File: src/rtl/fma16_align_if.sv
// Operand/result handshake bundle for the FMA16 addend-alignment unit.
// Both sides use valid/ready: a transfer happens on a rising edge where valid and ready are both high.
interface fma16_align_if;
    logic        in_valid;
    logic        in_ready;
    logic [6:0]  pe;
    logic [4:0]  ze;
    logic [10:0] zm;
    logic        out_valid;
    logic        out_ready;
    logic [33:0] am;
    logic        asticky;
    logic        kill_prod;
    logic [6:0]  acnt;

    modport master (
        output in_valid, pe, ze, zm, out_ready,
        input  in_ready, out_valid, am, asticky, kill_prod, acnt
    );

    modport slave (
        input  in_valid, pe, ze, zm, out_ready,
        output in_ready, out_valid, am, asticky, kill_prod, acnt
    );
endinterface

File: src/rtl/fma16_align.sv
// Iterative addend alignment: right-shifts {zm, 23'b0} by the clamped exponent difference, collecting sticky.
// Define FMA16_ALIGN_FAST_EN to do the whole shift in one SHIFT cycle instead of STEP bits per cycle.
module fma16_align #(
    parameter int STEP = 4
) (
    input  logic          clk,
    input  logic          reset_n,
    fma16_align_if.slave  bus,
    output logic [1:0]    dbg_state_o
);
    typedef enum logic [1:0] {
        S_IDLE  = 2'd0,
        S_SHIFT = 2'd1,
        S_DONE  = 2'd2
    } state_t;

    localparam logic [5:0] STEP_W = 6'(STEP);

    state_t      state_q;
    logic [33:0] am_q;
    logic        sticky_q;
    logic        kill_q;
    logic [6:0]  acnt_q;
    logic [5:0]  rem_q;

    logic [6:0]  acnt_d;
    logic [5:0]  n_d;
    logic [5:0]  s_d;
    logic [33:0] mask_d;
    logic [33:0] am_d;
    logic        sticky_d;

    always_comb begin
        acnt_d = bus.pe - {2'b00, bus.ze} + 7'd12;
        // Negative count: addend dominates; positive counts past 34 just flush everything into sticky.
        if (acnt_d[6]) begin
            n_d = 6'd0;
        end else if (acnt_d > 7'd34) begin
            n_d = 6'd34;
        end else begin
            n_d = acnt_d[5:0];
        end
`ifdef FMA16_ALIGN_FAST_EN
        s_d = rem_q;
`else
        s_d = (rem_q > STEP_W) ? STEP_W : rem_q;
`endif
        mask_d   = ~({34{1'b1}} << s_d);
        am_d     = am_q >> s_d;
        sticky_d = sticky_q | (|(am_q & mask_d));
    end

    always_ff @(posedge clk or negedge reset_n) begin
        if (!reset_n) begin
            state_q  <= S_IDLE;
            am_q     <= '0;
            sticky_q <= 1'b0;
            kill_q   <= 1'b0;
            acnt_q   <= '0;
            rem_q    <= '0;
        end else begin
            case (state_q)
                S_IDLE: begin
                    if (bus.in_valid) begin
                        acnt_q   <= acnt_d;
                        am_q     <= {bus.zm, 23'b0};
                        sticky_q <= 1'b0;
                        kill_q   <= acnt_d[6];
                        rem_q    <= n_d;
                        state_q  <= (n_d == 6'd0) ? S_DONE : S_SHIFT;
                    end
                end
                S_SHIFT: begin
                    am_q     <= am_d;
                    sticky_q <= sticky_d;
                    rem_q    <= rem_q - s_d;
                    if (rem_q == s_d) begin
                        state_q <= S_DONE;
                    end
                end
                S_DONE: begin
                    if (bus.out_ready) begin
                        state_q <= S_IDLE;
                    end
                end
                default: state_q <= S_IDLE;
            endcase
        end
    end

    assign bus.in_ready  = (state_q == S_IDLE);
    assign bus.out_valid = (state_q == S_DONE);
    assign bus.am        = am_q;
    assign bus.asticky   = sticky_q;
    assign bus.kill_prod = kill_q;
    assign bus.acnt      = acnt_q;
    assign dbg_state_o   = state_q;
endmodule
File: src/flat_wrapper.sv
// flat-port wrapper written by rule: the top's interface ports become plain ports
module fma16_align_flat 
#(
    parameter int STEP = 4
)
  (clk, reset_n, dbg_state_o, bus_in_valid, bus_pe, bus_ze, bus_zm, bus_out_ready, bus_in_ready, bus_out_valid, bus_am, bus_asticky, bus_kill_prod, bus_acnt);
  fma16_align_if bus_i ();
  input  logic clk;
  input  logic reset_n;
  output logic [1:0] dbg_state_o;
  input wire logic [$bits(bus_i.in_valid)-1:0] bus_in_valid;
  input wire logic [$bits(bus_i.pe)-1:0] bus_pe;
  input wire logic [$bits(bus_i.ze)-1:0] bus_ze;
  input wire logic [$bits(bus_i.zm)-1:0] bus_zm;
  input wire logic [$bits(bus_i.out_ready)-1:0] bus_out_ready;
  output wire logic [$bits(bus_i.in_ready)-1:0] bus_in_ready;
  output wire logic [$bits(bus_i.out_valid)-1:0] bus_out_valid;
  output wire logic [$bits(bus_i.am)-1:0] bus_am;
  output wire logic [$bits(bus_i.asticky)-1:0] bus_asticky;
  output wire logic [$bits(bus_i.kill_prod)-1:0] bus_kill_prod;
  output wire logic [$bits(bus_i.acnt)-1:0] bus_acnt;
  assign bus_i.in_valid = bus_in_valid;
  assign bus_i.pe = bus_pe;
  assign bus_i.ze = bus_ze;
  assign bus_i.zm = bus_zm;
  assign bus_i.out_ready = bus_out_ready;
  assign bus_in_ready = bus_i.in_ready;
  assign bus_out_valid = bus_i.out_valid;
  assign bus_am = bus_i.am;
  assign bus_asticky = bus_i.asticky;
  assign bus_kill_prod = bus_i.kill_prod;
  assign bus_acnt = bus_i.acnt;
  fma16_align #(.STEP(STEP)) u_core (.clk(clk), .reset_n(reset_n), .bus(bus_i), .dbg_state_o(dbg_state_o));
endmodule
File: config.mk
export PLATFORM = sky130hd
export DESIGN_NAME = fma16_align_flat
export DESIGN_NICKNAME = d
export VERILOG_FILES = /design/src/rtl/fma16_align_if.sv /design/src/rtl/fma16_align.sv /design/src/flat_wrapper.sv
export SDC_FILE = /design/constraint.sdc
export NUM_CORES = 1
export LEC_CHECK = 0
export CAP_MARGIN = 20
export CORE_MARGIN = 1
export CORE_UTILIZATION = 25
export CTS_BUF_LIST = sky130_fd_sc_hd__clkbuf_16
export CTS_CLUSTER_SIZE = 24
export DETAILED_ROUTE_END_ITERATION = 8
export GPL_TIMING_DRIVEN = 1
export SYNTH_ARGS = -nofsm -noshare
export SYNTH_HDL_FRONTEND = slang
export SYNTH_SLANG_ARGS = --single-unit
export TNS_END_PERCENT = 10
File: constraint.sdc
create_clock -name clk -period 2.5 [get_ports clk]
set_clock_uncertainty 0.15 [all_clocks]
set_input_delay 0.5 -clock clk [delete_from_list [all_inputs] [get_ports clk]]
set_output_delay 0.5 -clock clk [all_outputs]
set_load 0.01 [all_outputs]
==> impl_metrics.csv, run 1 <==
group,metric,value,unit
floorplanning,die_y,121,um
logic_synthesis,syn_area,3520,um^2
setup_path,timing.critical_path.cells,"clkdlybuf4s50_1 -> inv_1 -> ha_4 -> ha_4 -> o21ba_4 -> o211ai_1 -> buf_4 -> nor4b_4 -> o41a_1",
cells_and_area,antenna-diode-count,0,
floorplanning,start_util,25.5,%
sta,tns,0,ns
logic_synthesis,synth_ff_type,"sky130_fd_sc_hd__dfrtp_1",
cells_and_area,post_layout_nonfiller_instances,629,
sta,setup_viol,0,
sta,fin_hold_ws,0.0599,ns
global_route,globalRouteTotalUtil,14.2,%
status,outcome,"finished, final reports clean",
route,detail_route.iter0.violations,251,
power_and_ir_drop,power.density,993,nW/um^2
cts,tritoncts_buffers,5,
route,drc,0,
logic_synthesis,yosys_warnings,0,
cells_and_area,area_growth_from_synthesis_to_layout,42.6,%
sta,timing.final.hold_violations,0,
sta,timing_max_transition_violations_final,0,
setup_path,worst-path-buf-inv,3,
power_and_ir_drop,vdd_ir_drop_max,468,uV
cts,clockBufferDepth,2,
logic_synthesis,synthesis.area_per_instance,9.79,um^2
cells_and_area,layout-drive-gt1-share,25.8,%
placed_design,placed_cells,613,
floorplanning,die-width,121,um
route,drt_first_pass_iters,7,
sta,fin_crit,2.49,ns
job,max_capacitance_violation_count,0,
logic_synthesis,yosys.area.top_type,"sky130_fd_sc_hd__dfrtp_1",
route,vias,3240,
sta,maxClockFrequency,0.401,GHz
placed_design,buffer_ports.inserted,73,
power_and_ir_drop,clockPowerShare,15.6,%
route,routed_wirelength,10200,um
cts,clock_sink_count,50,
power_and_ir_drop,internal-power,0.00295,W
route,routed_length_per_instance,16.2,um
cts,cts_tree,"yes",
power_and_ir_drop,total_switching_power,0.00204,W
setup_path,cp_data_arrival_time,2.51,ns
floorplanning,design.die.area,14600,um^2
power_and_ir_drop,sequentialPowerShare,30.7,%
cts,clk_pin_slew_worst_paths,0.07,ns
setup_path,worst-setup-path-type,"in2reg",
placed_design,dp_hpwl,7050,um
logic_synthesis,synth_nets,399,
global_route,number_of_global_route_vias_before_repair,3097,
cts,clock-root-buffer,"sky130_fd_sc_hd__clkbuf_16",
global_route,grt_start_max_net_pins,29,
floorplanning,pin_count,74,
cts,cts-hold-fix-buffers,0,
logic_synthesis,asyncSetResetFlopFracSynth,100,%
floorplanning,placementRows,43,
logic_synthesis,netlist_top_cells_area,"sky130_fd_sc_hd__dfrtp_1 36%, sky130_fd_sc_hd__mux4_2 13%, sky130_fd_sc_hd__nand2_1 7.2%, sky130_fd_sc_hd__a32oi_1 5.0%, sky130_fd_sc_hd__ha_1 3.9%",
setup_path,path_common_cell,"sky130_fd_sc_hd__ha_4",
logic_synthesis,synth_sequential_area_ratio,35.5,%
cts,ctsHtreeMaxLevel,2,
global_route,grt_antenna_before_repair,0,
hold_path,hold_path_class,"in2async",
setup_path,timing.critical_path.fanout_max,3,
route,drt.antenna.violating_nets,0,
logic_synthesis,synth_cell_types,56,
cells_and_area,most-common-layout-cells,"66 x sky130_fd_sc_hd__nand2_1, 64 x sky130_fd_sc_hd__clkdlybuf4s50_1, 50 x sky130_fd_sc_hd__dfrtp_1",
placed_design,finalWeightedCongestion,0.807,
power_and_ir_drop,cell_leakage_power,2.12,nW
power_and_ir_drop,netSwitchingFraction,40.9,%
cells_and_area,fillers,1372,
cells_and_area,final_nets,487,
cells_and_area,most_common_cell_after_layout_fill_and_taps_aside,"sky130_fd_sc_hd__nand2_1",
logic_synthesis,yosysTopAreaCellShare,35.5,%
setup_path,setup.worst_path.start_class,"primary input",
setup_path,critical_path.reg2reg.startpoint,"u_core.rem_q[4]",
setup_path,worst_setup_path_startpoint,"bus_ze[4]",
global_route,grt.overflow.total,0,
sta,min_period_over_period,99.7,%
logic_synthesis,synth.ff_latch_count,50,
setup_path,path_delay_family,"compound AO/OA/AOI/OAI gates",
route,vias_per_cell,5.15,
logic_synthesis,synth_edf_count,0,
power_and_ir_drop,combinationalPowerShare,53.7,%
setup_path,timing.critical_path.required,2.52,ns
setup_path,slowest_delay,0.45,ns
setup_path,critPathCaptureType,"register",
sta,timing.slew.headroom,59.5,%
cts,clock_latency,0.29,ns
logic_synthesis,synth_cells,360,
setup_path,worst_path_max_delay_cell,"sky130_fd_sc_hd__clkdlybuf4s50_1",
floorplanning,core_area,13800,um^2
global_route,grt_first_pass_wirelength,16500,um
sta,worstMarginPinSlew,0.607,ns
==> synthesized netlist by cell type, drive strengths merged, types with 4 or more instances <==
master	instances
a211o	4
a211oi	4
a21oi	15
a222oi	5
a32oi	20
buf	11
clkbuf	18
dfrtp	50
ha	11
inv	17
mux2	7
mux2i	11
mux4	21
nand2	69
nand3	5
nor2	10
nor3b	5
o21ai	19
o21bai	4
==> logic make-up (layout without fill, tap and decap cells) <==
group,Yosys count,in the layout,share of synthesized area [%]
and+or+nand+nor,110,110,14.5
adders and majority gates,12,12,4.47
xor gates and xnor gates,4,4,0.994
AOI/OAI and AO/OA,98,98,20.3
buffers and inverters,46,135,5.36
DFF,50,50,35.5
other,1,1,0.106
muxes,39,39,18.8
==> area by class of cell <==
type                            count  area (um^2)  share of cell area (%)
Multi-Input combinational cell    264         2300                    45.9
Clock inverter                      3         41.3                   0.822
Tap cell                          180          225                    4.48
Timing Repair Buffer              110         1010                    20.0
Inverter                           17         71.3                    1.42
Sequential cell                    50         1250                    24.9
Clock buffer                        5          125                    2.49
==> state kept, by name (all words and copies together) (netlist names) <==
name                count
u_core.bus.acnt         7
u_core.bus.am          34
u_core.bus.asticky      1
u_core.rem_q            6
u_core.dbg_state_o      2
==> per-stage QoR <==
stage | total power, W | utilization [%] | setup slack (ns) | area, um^2
floorplan | 0.00299 | - | -0.0129 | 3600
global placement | 0.00406 | 33.8 | -0.579 | 4670
detailed placement | 0.00411 | 33.8 | -0.623 | 4670
CTS | 0.00493 | 35.5 | 0.00633 | 4900
global route | 0.00533 | 36.3 | -0.0655 | 5020
finish | 0.00499 | 36.3 | 0.00711 | 5020
==> routing by layer <==
metal  vias up  part of all wire, %  global-route usage, %
met1      1593                   45                   19.3
li1       1545                    -                      -
met3        10                  4.2                   1.79
met2        92                   49                   23.2
met5         -                    0                      0
met4         0                  1.4                   4.63
==> path summary, 6_finish.rpt <==
path	slack, ns	end	depth (start not counted)
setup / recovery	0.007	u_core.dbg_state_o[1]	9
hold / removal	0.06	u_core.bus.am[19]	1
setup reg to reg	0.21	u_core.bus.am[23]	6
hold reg to reg	0.34	u_core.bus.acnt[0]	2
max in group asynchronous	1.58	u_core.bus.asticky	2
min in group clk	0.34	u_core.bus.acnt[0]	2
==> power by group through the flow <==
stage | Clock (W) | Sequential (W) | Combinational (W)
2_1_floorplan | 0 | 0.00148 | 0.00151
3_3_place_gp | 0 | 0.00152 | 0.00254
5_1_grt | 0.000825 | 0.00159 | 0.00292
4_1_cts | 0.000799 | 0.00152 | 0.00261
6_report | 0.000778 | 0.00153 | 0.00268
3_5_place_dp | 0 | 0.00153 | 0.00258
==> what timing repair did <==
action | in CTS | in global routing
setup buffers | 2 | 6
resized for setup | 22 | 27
endpoints found under the hold margin | 0 | 0
pin swaps | 16 | 16
endpoints found under the setup margin | 11 | 9
(Power assumes the default switching activity.)
==> run 2, diff against run 1 <==
--- a/config.mk
+++ b/config.mk
@@ -9,5 +9,5 @@
 export CORE_MARGIN = 1
 export CORE_UTILIZATION = 25
-export CTS_BUF_LIST = sky130_fd_sc_hd__clkbuf_16
+export CTS_BUF_LIST = sky130_fd_sc_hd__clkbuf_4 sky130_fd_sc_hd__clkbuf_8 sky130_fd_sc_hd__clkbuf_16
 export CTS_CLUSTER_SIZE = 24
 export DETAILED_ROUTE_END_ITERATION = 8
==> constraint.sdc (replaced) <==
create_clock -name clk -period 2.5 [get_ports clk]
set_clock_uncertainty 0.15 [all_clocks]
set_input_delay 0.375 -clock clk [delete_from_list [all_inputs] [get_ports clk]]
set_output_delay 0.375 -clock clk [all_outputs]
set_load 0.01 [all_outputs]
==> run 2 against run 1 <==
Net effect:
- clock power shrank 13%
- non-clock buffer count is 4 lower
- register-to-register slack better by 0.02 ns
- highest routed layer unchanged
==> impl_metrics.csv, run 2 (synthesis gave the netlist of run 1 again) <==
group,metric,value,unit
status,outcome,"finished, final reports clean",
cts,clock_sink_count,50,
route,drt.antenna.violating_nets,0,
setup_path,timing.critical_path.required,2.52,ns
floorplanning,die-width,121,um
sta,timing.final.hold_violations,0,
route,routed_wirelength,9780,um
floorplanning,placementRows,43,
global_route,grt_antenna_before_repair,0,
setup_path,cp_data_arrival_time,2.47,ns
sta,maxClockFrequency,0.408,GHz
floorplanning,die_y,121,um
sta,finalWorstSetupSlack,0.0489,ns
sta,setup_viol,0,
cells_and_area,most-common-layout-cells,"68 x sky130_fd_sc_hd__nand2_1, 65 x sky130_fd_sc_hd__clkdlybuf4s50_1, 50 x sky130_fd_sc_hd__dfrtp_1",
setup_path,setup.worst_path.start_class,"primary input",
cells_and_area,area_growth_from_synthesis_to_layout,40.3,%
sta,timing.slew.headroom,63.9,%
hold_path,hold_path_class,"reg2reg",
setup_path,worst-setup-path-type,"in2reg",
route,vias_per_cell,5.17,
cells_and_area,fillers,1379,
placed_design,dp_hpwl,7030,um
route,vias,3232,
cells_and_area,final_nets,483,
sta,min_period_over_period,98.0,%
cells_and_area,layout-drive-gt1-share,21.8,%
power_and_ir_drop,cell_leakage_power,2.08,nW
global_route,globalRouteTotalUtil,13.9,%
placed_design,finalWeightedCongestion,0.816,
floorplanning,core_area,13800,um^2
setup_path,critPathCaptureType,"register",
global_route,grt_first_pass_wirelength,16400,um
cts,tritoncts_buffers,5,
sta,timing_max_transition_violations_final,0,
cts,ctsHtreeMaxLevel,2,
cells_and_area,post-route-util,35.8,%
global_route,number_of_global_route_vias_before_repair,3170,
cts,clock-root-buffer,"sky130_fd_sc_hd__clkbuf_16",
sta,unrepaired_setup_endpoints_after_global_routing,"yes",
power_and_ir_drop,vdd_ir_drop_max,445,uV
global_route,grt.overflow.total,0,
global_route,grt_start_max_net_pins,31,
route,drc,0,
floorplanning,start_util,25.5,%
cts,clockBufferDepth,2,
setup_path,timing.critical_path.fanout_max,2,
cells_and_area,antenna-diode-count,0,
route,routed_length_per_instance,15.6,um
sta,worstMarginPinSlew,0.542,ns
sta,fin_crit,2.45,ns
power_and_ir_drop,power.density,979,nW/um^2
job,max_capacitance_violation_count,0,
cts,cts_tree,"yes",
cells_and_area,most_common_cell_after_layout_fill_and_taps_aside,"sky130_fd_sc_hd__nand2_1",
cts,clock_latency,0.29,ns
placed_design,buffer_ports.inserted,73,
cts,clk_pin_slew_worst_paths,0.06,ns
placed_design,detailedPlace.worstSlack,-0.534,ns
cells_and_area,largest_reg_flops,34,
route,detail_route.iter0.violations,232,
route,drt_first_pass_iters,5,
floorplanning,pin_count,74,
floorplanning,design.die.area,14600,um^2
[run 2: cell count changes in the layout (fill, tap and decap cells not counted), moves of 2 or more]
cell / delta
sky130_fd_sc_hd__nand2_1: +2
sky130_fd_sc_hd__buf_12: +4
sky130_fd_sc_hd__buf_4: -9
sky130_fd_sc_hd__clkbuf_2: -4
sky130_fd_sc_hd__dlygate4sd2_1: +6
sky130_fd_sc_hd__ha_1: +3
sky130_fd_sc_hd__ha_4: -3
[run 2: repair_timing]
item                       in CTS  in global routing
setup buffers                   4                  0
hold buffers                    1                  0
resized for setup              25                  3
setup endpoints to repair      11                  3
pin swaps                      19                  3
hold endpoints to repair       20                  0
[run 2: power by group]
group / total [W] / internal (W) / switching [W]
clock: 0.000673 / 0.000371 / 0.000302
sequential: 0.00154 / 0.00108 / 0.000452
combinational: 0.00263 / 0.00139 / 0.00124
total: 0.00484 / 0.00285 / 0.00199
[run 2: final timing paths]
kind	from	endpoint	slack, ns	cells past startpoint
worst max-delay path	bus_ze[3]	u_core.dbg_state_o[1]	0.05	11
worst min-delay path	u_core.bus.acnt[3]	u_core.bus.acnt[3]	0.34	2
worst max register to register	u_core.rem_q[4]	u_core.bus.am[30]	0.23	4
worst min register to register	u_core.bus.acnt[3]	u_core.bus.acnt[3]	0.34	2
max in group asynchronous	reset_n	u_core.bus.acnt[2]	1.21	3
min in group asynchronous	reset_n	u_core.bus.am[18]	0.45	2
[run 2: per-stage QoR]
step | instance area (um^2) | power, W | instances | setup TNS (ns) | hold slack, ns
after CTS | 4920 | 0.00487 | 625 | 0 | 0.348
after global placement | 4660 | 0.00409 | 612 | -4.38 | 0.228
after detailed placement | 4660 | 0.00413 | 612 | -5.04 | 0.236
after floorplan | 3560 | 0.00298 | 360 | -0.00961 | -0.0706
after global routing | 4940 | 0.00518 | 625 | -0.0554 | 0.362
final | 4940 | 0.00484 | 625 | 0 | 0.342
[run 2: critical path, cell delays in order]
cell,delay (ns)
sky130_fd_sc_hd__clkdlybuf4s50_1,0.40
sky130_fd_sc_hd__ha_1,0.29
sky130_fd_sc_hd__inv_2,0.05
sky130_fd_sc_hd__ha_4,0.26
sky130_fd_sc_hd__buf_6,0.10
sky130_fd_sc_hd__nor2_2,0.04
sky130_fd_sc_hd__o21ba_4,0.21
sky130_fd_sc_hd__o211ai_1,0.19
sky130_fd_sc_hd__buf_4,0.15
sky130_fd_sc_hd__nor4b_2,0.04
sky130_fd_sc_hd__o41a_1,0.36
[run 2: per-layer routing]
metal  vias to the layer above  share of wire, %  GRT usage [%]
li1                       1534                 -              -
met2                       104                48           22.8
met1                      1584                46           18.6
met5                         -                 0              0
met3                        10               4.8           2.31
met4                         0               1.4           4.63
[run 2: cell type report]
cell class                 count  area (um^2)  area share [%]
clock buffer                   5          125            2.53
clock inverter                 3         21.3           0.430
inverter                      17         63.8            1.29
multi-input combinational    264         2220            44.9
sequential                    50         1250            25.3
tap                          180          225            4.55
timing repair buffer         106         1040            21.0
==> run 3, diff against run 2 <==
Settings changed: CORE_MARGIN 1 to 2, GPL_ROUTABILITY_DRIVEN from default to 0.
==> run 3 against run 2 <==
Net effect:
- worst hold slack got worse by 0.33 ns
- non-clock buffer count decreased by 1
- global-route usage shrank 0.34 points
- fmax increased by 2.8%
- setup slack improved by 0.067 ns
- design area down 0.28%
- core utilization fell by 0.10 points
- largest power group unchanged
- power decreased by 0.11%
- die area increased by 3.3%
- register-to-register slack got worse by 0.05 ns
- sequential share of layout area increased by 0.071 points
==> impl_metrics.csv, run 3 (synthesis gave the netlist of run 1 again) <==
group,metric,value,unit
floorplanning,pin_count,74,
cells_and_area,final_nets,482,
floorplanning,die_y,123,um
route,drt.antenna.violating_nets,0,
power_and_ir_drop,vdd_ir_drop_max,431,uV
sta,min_period_over_period,95.3,%
cells_and_area,post_layout_nonfiller_instances,624,
global_route,grt.overflow.total,0,
cts,cts_tree,"yes",
route,vias_per_cell,5.10,
cells_and_area,most-common-layout-cells,"67 x sky130_fd_sc_hd__nand2_1, 66 x sky130_fd_sc_hd__clkdlybuf4s50_1, 50 x sky130_fd_sc_hd__dfrtp_1",
cells_and_area,post-route-util,35.7,%
status,outcome,"finished, final reports clean",
global_route,globalRouteTotalUtil,13.6,%
hold_path,hold_path_class,"in2async",
floorplanning,core_area,13800,um^2
route,vias,3183,
global_route,grt_first_pass_wirelength,16500,um
sta,fin_hold_ws,0.0134,ns
job,max_capacitance_violation_count,0,
cells_and_area,largest_reg_flops,34,
cts,clk_pin_slew_worst_paths,0.07,ns
route,detail_route.iter0.violations,178,
setup_path,crit_cells,10,
global_route,number_of_global_route_vias_before_repair,3200,
power_and_ir_drop,cell_leakage_power,2.08,nW
setup_path,worst-setup-path-type,"in2reg",
setup_path,timing.critical_path.fanout_max,3,
sta,maxClockFrequency,0.420,GHz
placed_design,dp_hpwl,7150,um
setup_path,slowest_delay,0.45,ns
cells_and_area,most_common_cell_after_layout_fill_and_taps_aside,"sky130_fd_sc_hd__nand2_1",
setup_path,timing.critical_path.cells,"clkdlybuf4s50_1 -> inv_1 -> ha_4 -> inv_2 -> ha_4 -> nor2_1 -> o21ba_2 -> o211ai_1 -> nor4b_2 -> o41a_1",
cts,cts-hold-fix-buffers,0,
route,drt_first_pass_iters,4,
power_and_ir_drop,power.density,980,nW/um^2
cells_and_area,layout-drive-gt1-share,22.7,%
setup_path,critPathCaptureType,"register",
cells_and_area,multi_input_area,2250,um^2
setup_path,worst_path_max_delay_cell,"sky130_fd_sc_hd__clkdlybuf4s50_1",
floorplanning,start_util,25.5,%
route,drc,0,
route,routed_wirelength,9910,um
floorplanning,placementRows,43,
cts,clock_sink_count,50,
cells_and_area,area_growth_from_synthesis_to_layout,40.0,%
power_and_ir_drop,post_layout_power,0.00483,W
cts,tritoncts_buffers,5,
sta,timing_max_transition_violations_final,0,
setup_path,cp_data_arrival_time,2.40,ns
setup_path,r2r_cells,6,
cells_and_area,antenna-diode-count,0,
setup_path,path_common_cell,"sky130_fd_sc_hd__ha_4",
placed_design,buffer_ports.inserted,73,
global_route,grt_start_max_net_pins,35,
cells_and_area,area_occupied_by_registers,1250,um^2
sta,setup_viol,0,
floorplanning,die-width,123,um
sta,timing.slew.headroom,48.4,%
cts,clockBufferDepth,2,
cells_and_area,fillers,1366,
setup_path,worst-path-buf-inv,3,
sta,unrepaired_setup_endpoints_after_global_routing,"no",
setup_path,setup.worst_path.start_class,"primary input",
cts,ctsHtreeMaxLevel,2,
global_route,grt_antenna_before_repair,0,
sta,timing.final.hold_violations,0,
cts,clock-root-buffer,"sky130_fd_sc_hd__clkbuf_16",
sta,fin_crit,2.38,ns
sta,tns,0,ns
setup_path,timing.critical_path.required,2.52,ns
sta,worstMarginPinSlew,0.773,ns
cts,clock_latency,0.28,ns
floorplanning,design.die.area,15100,um^2
setup_path,path_delay_family,"compound AO/OA/AOI/OAI gates",
placed_design,placed_cells,614,
route,routed_length_per_instance,15.9,um
run 3: cell count changes in the layout (fill, tap and decap cells not counted), moves of 2 or more:
cell / previous run / this run
sky130_fd_sc_hd__dlygate4sd2_1: 7 / 4
sky130_fd_sc_hd__buf_4: 25 / 29
sky130_fd_sc_hd__buf_12: 5 / 2
sky130_fd_sc_hd__dlymetal6s2s_1: 0 / 2
run 3: timing repair:
action	in CTS	in global routing
pin swaps	13	10
setup buffers	3	0
gates cloned	0	0
gates resized for setup	19	11
setup endpoints to repair	11	8
run 3: worst register-to-register path, delay by kind of cell, from the launching register on:
| family | cells | cell delay [ns] |
|---|---|---|
| AOI/OAI and AO/OA | 2 | 0.65 |
| and+or+nand+nor | 2 | 0.57 |
| DFF | 1 | 0.47 |
| buffers and inverters | 2 | 0.37 |
run 3: layout make-up:
type                       instances  area share [%]
tap                              180            4.57
sequential                        50            25.4
timing repair buffer             105            20.2
inverter                          17            1.29
clock buffer                       5            2.54
multi-input combinational        264            45.6
clock inverter                     3           0.431
run 3: through the flow:
step	setup WS, ns	instance area, um^2
floorplan	-0.00961	3560
global placement	-0.476	4650
detailed placement	-0.551	4650
CTS	0.00742	4870
global route	0.0142	4930
finish	0.116	4930
run 3: where the power goes:
part,switching (W),internal (W)
Combinational,0.00125,0.00137
Clock,0.000300,0.000371
Sequential,0.000459,0.00108
run 3: path summary, 6_finish.rpt:
kind                                         start               endpoint  slack [ns]
worst max register to register     u_core.rem_q[4]      u_core.bus.am[13]        0.18
max in group asynchronous                  reset_n       u_core.bus.am[1]        1.56
worst max-delay path                     bus_pe[3]  u_core.dbg_state_o[1]        0.12
min in group clk                u_core.bus.acnt[3]     u_core.bus.acnt[3]        0.34
worst min-delay path                       reset_n      u_core.bus.am[19]        0.01
worst min register to register  u_core.bus.acnt[3]     u_core.bus.acnt[3]        0.34
run 3: metal layers:
layer	up-vias	global-route usage [%]	wire length, um
met5	-	0	0
met3	6	2.46	435
met1	1553	18.7	4530
li1	1535	-	-
met2	89	21.8	4830
met4	0	3.95	108
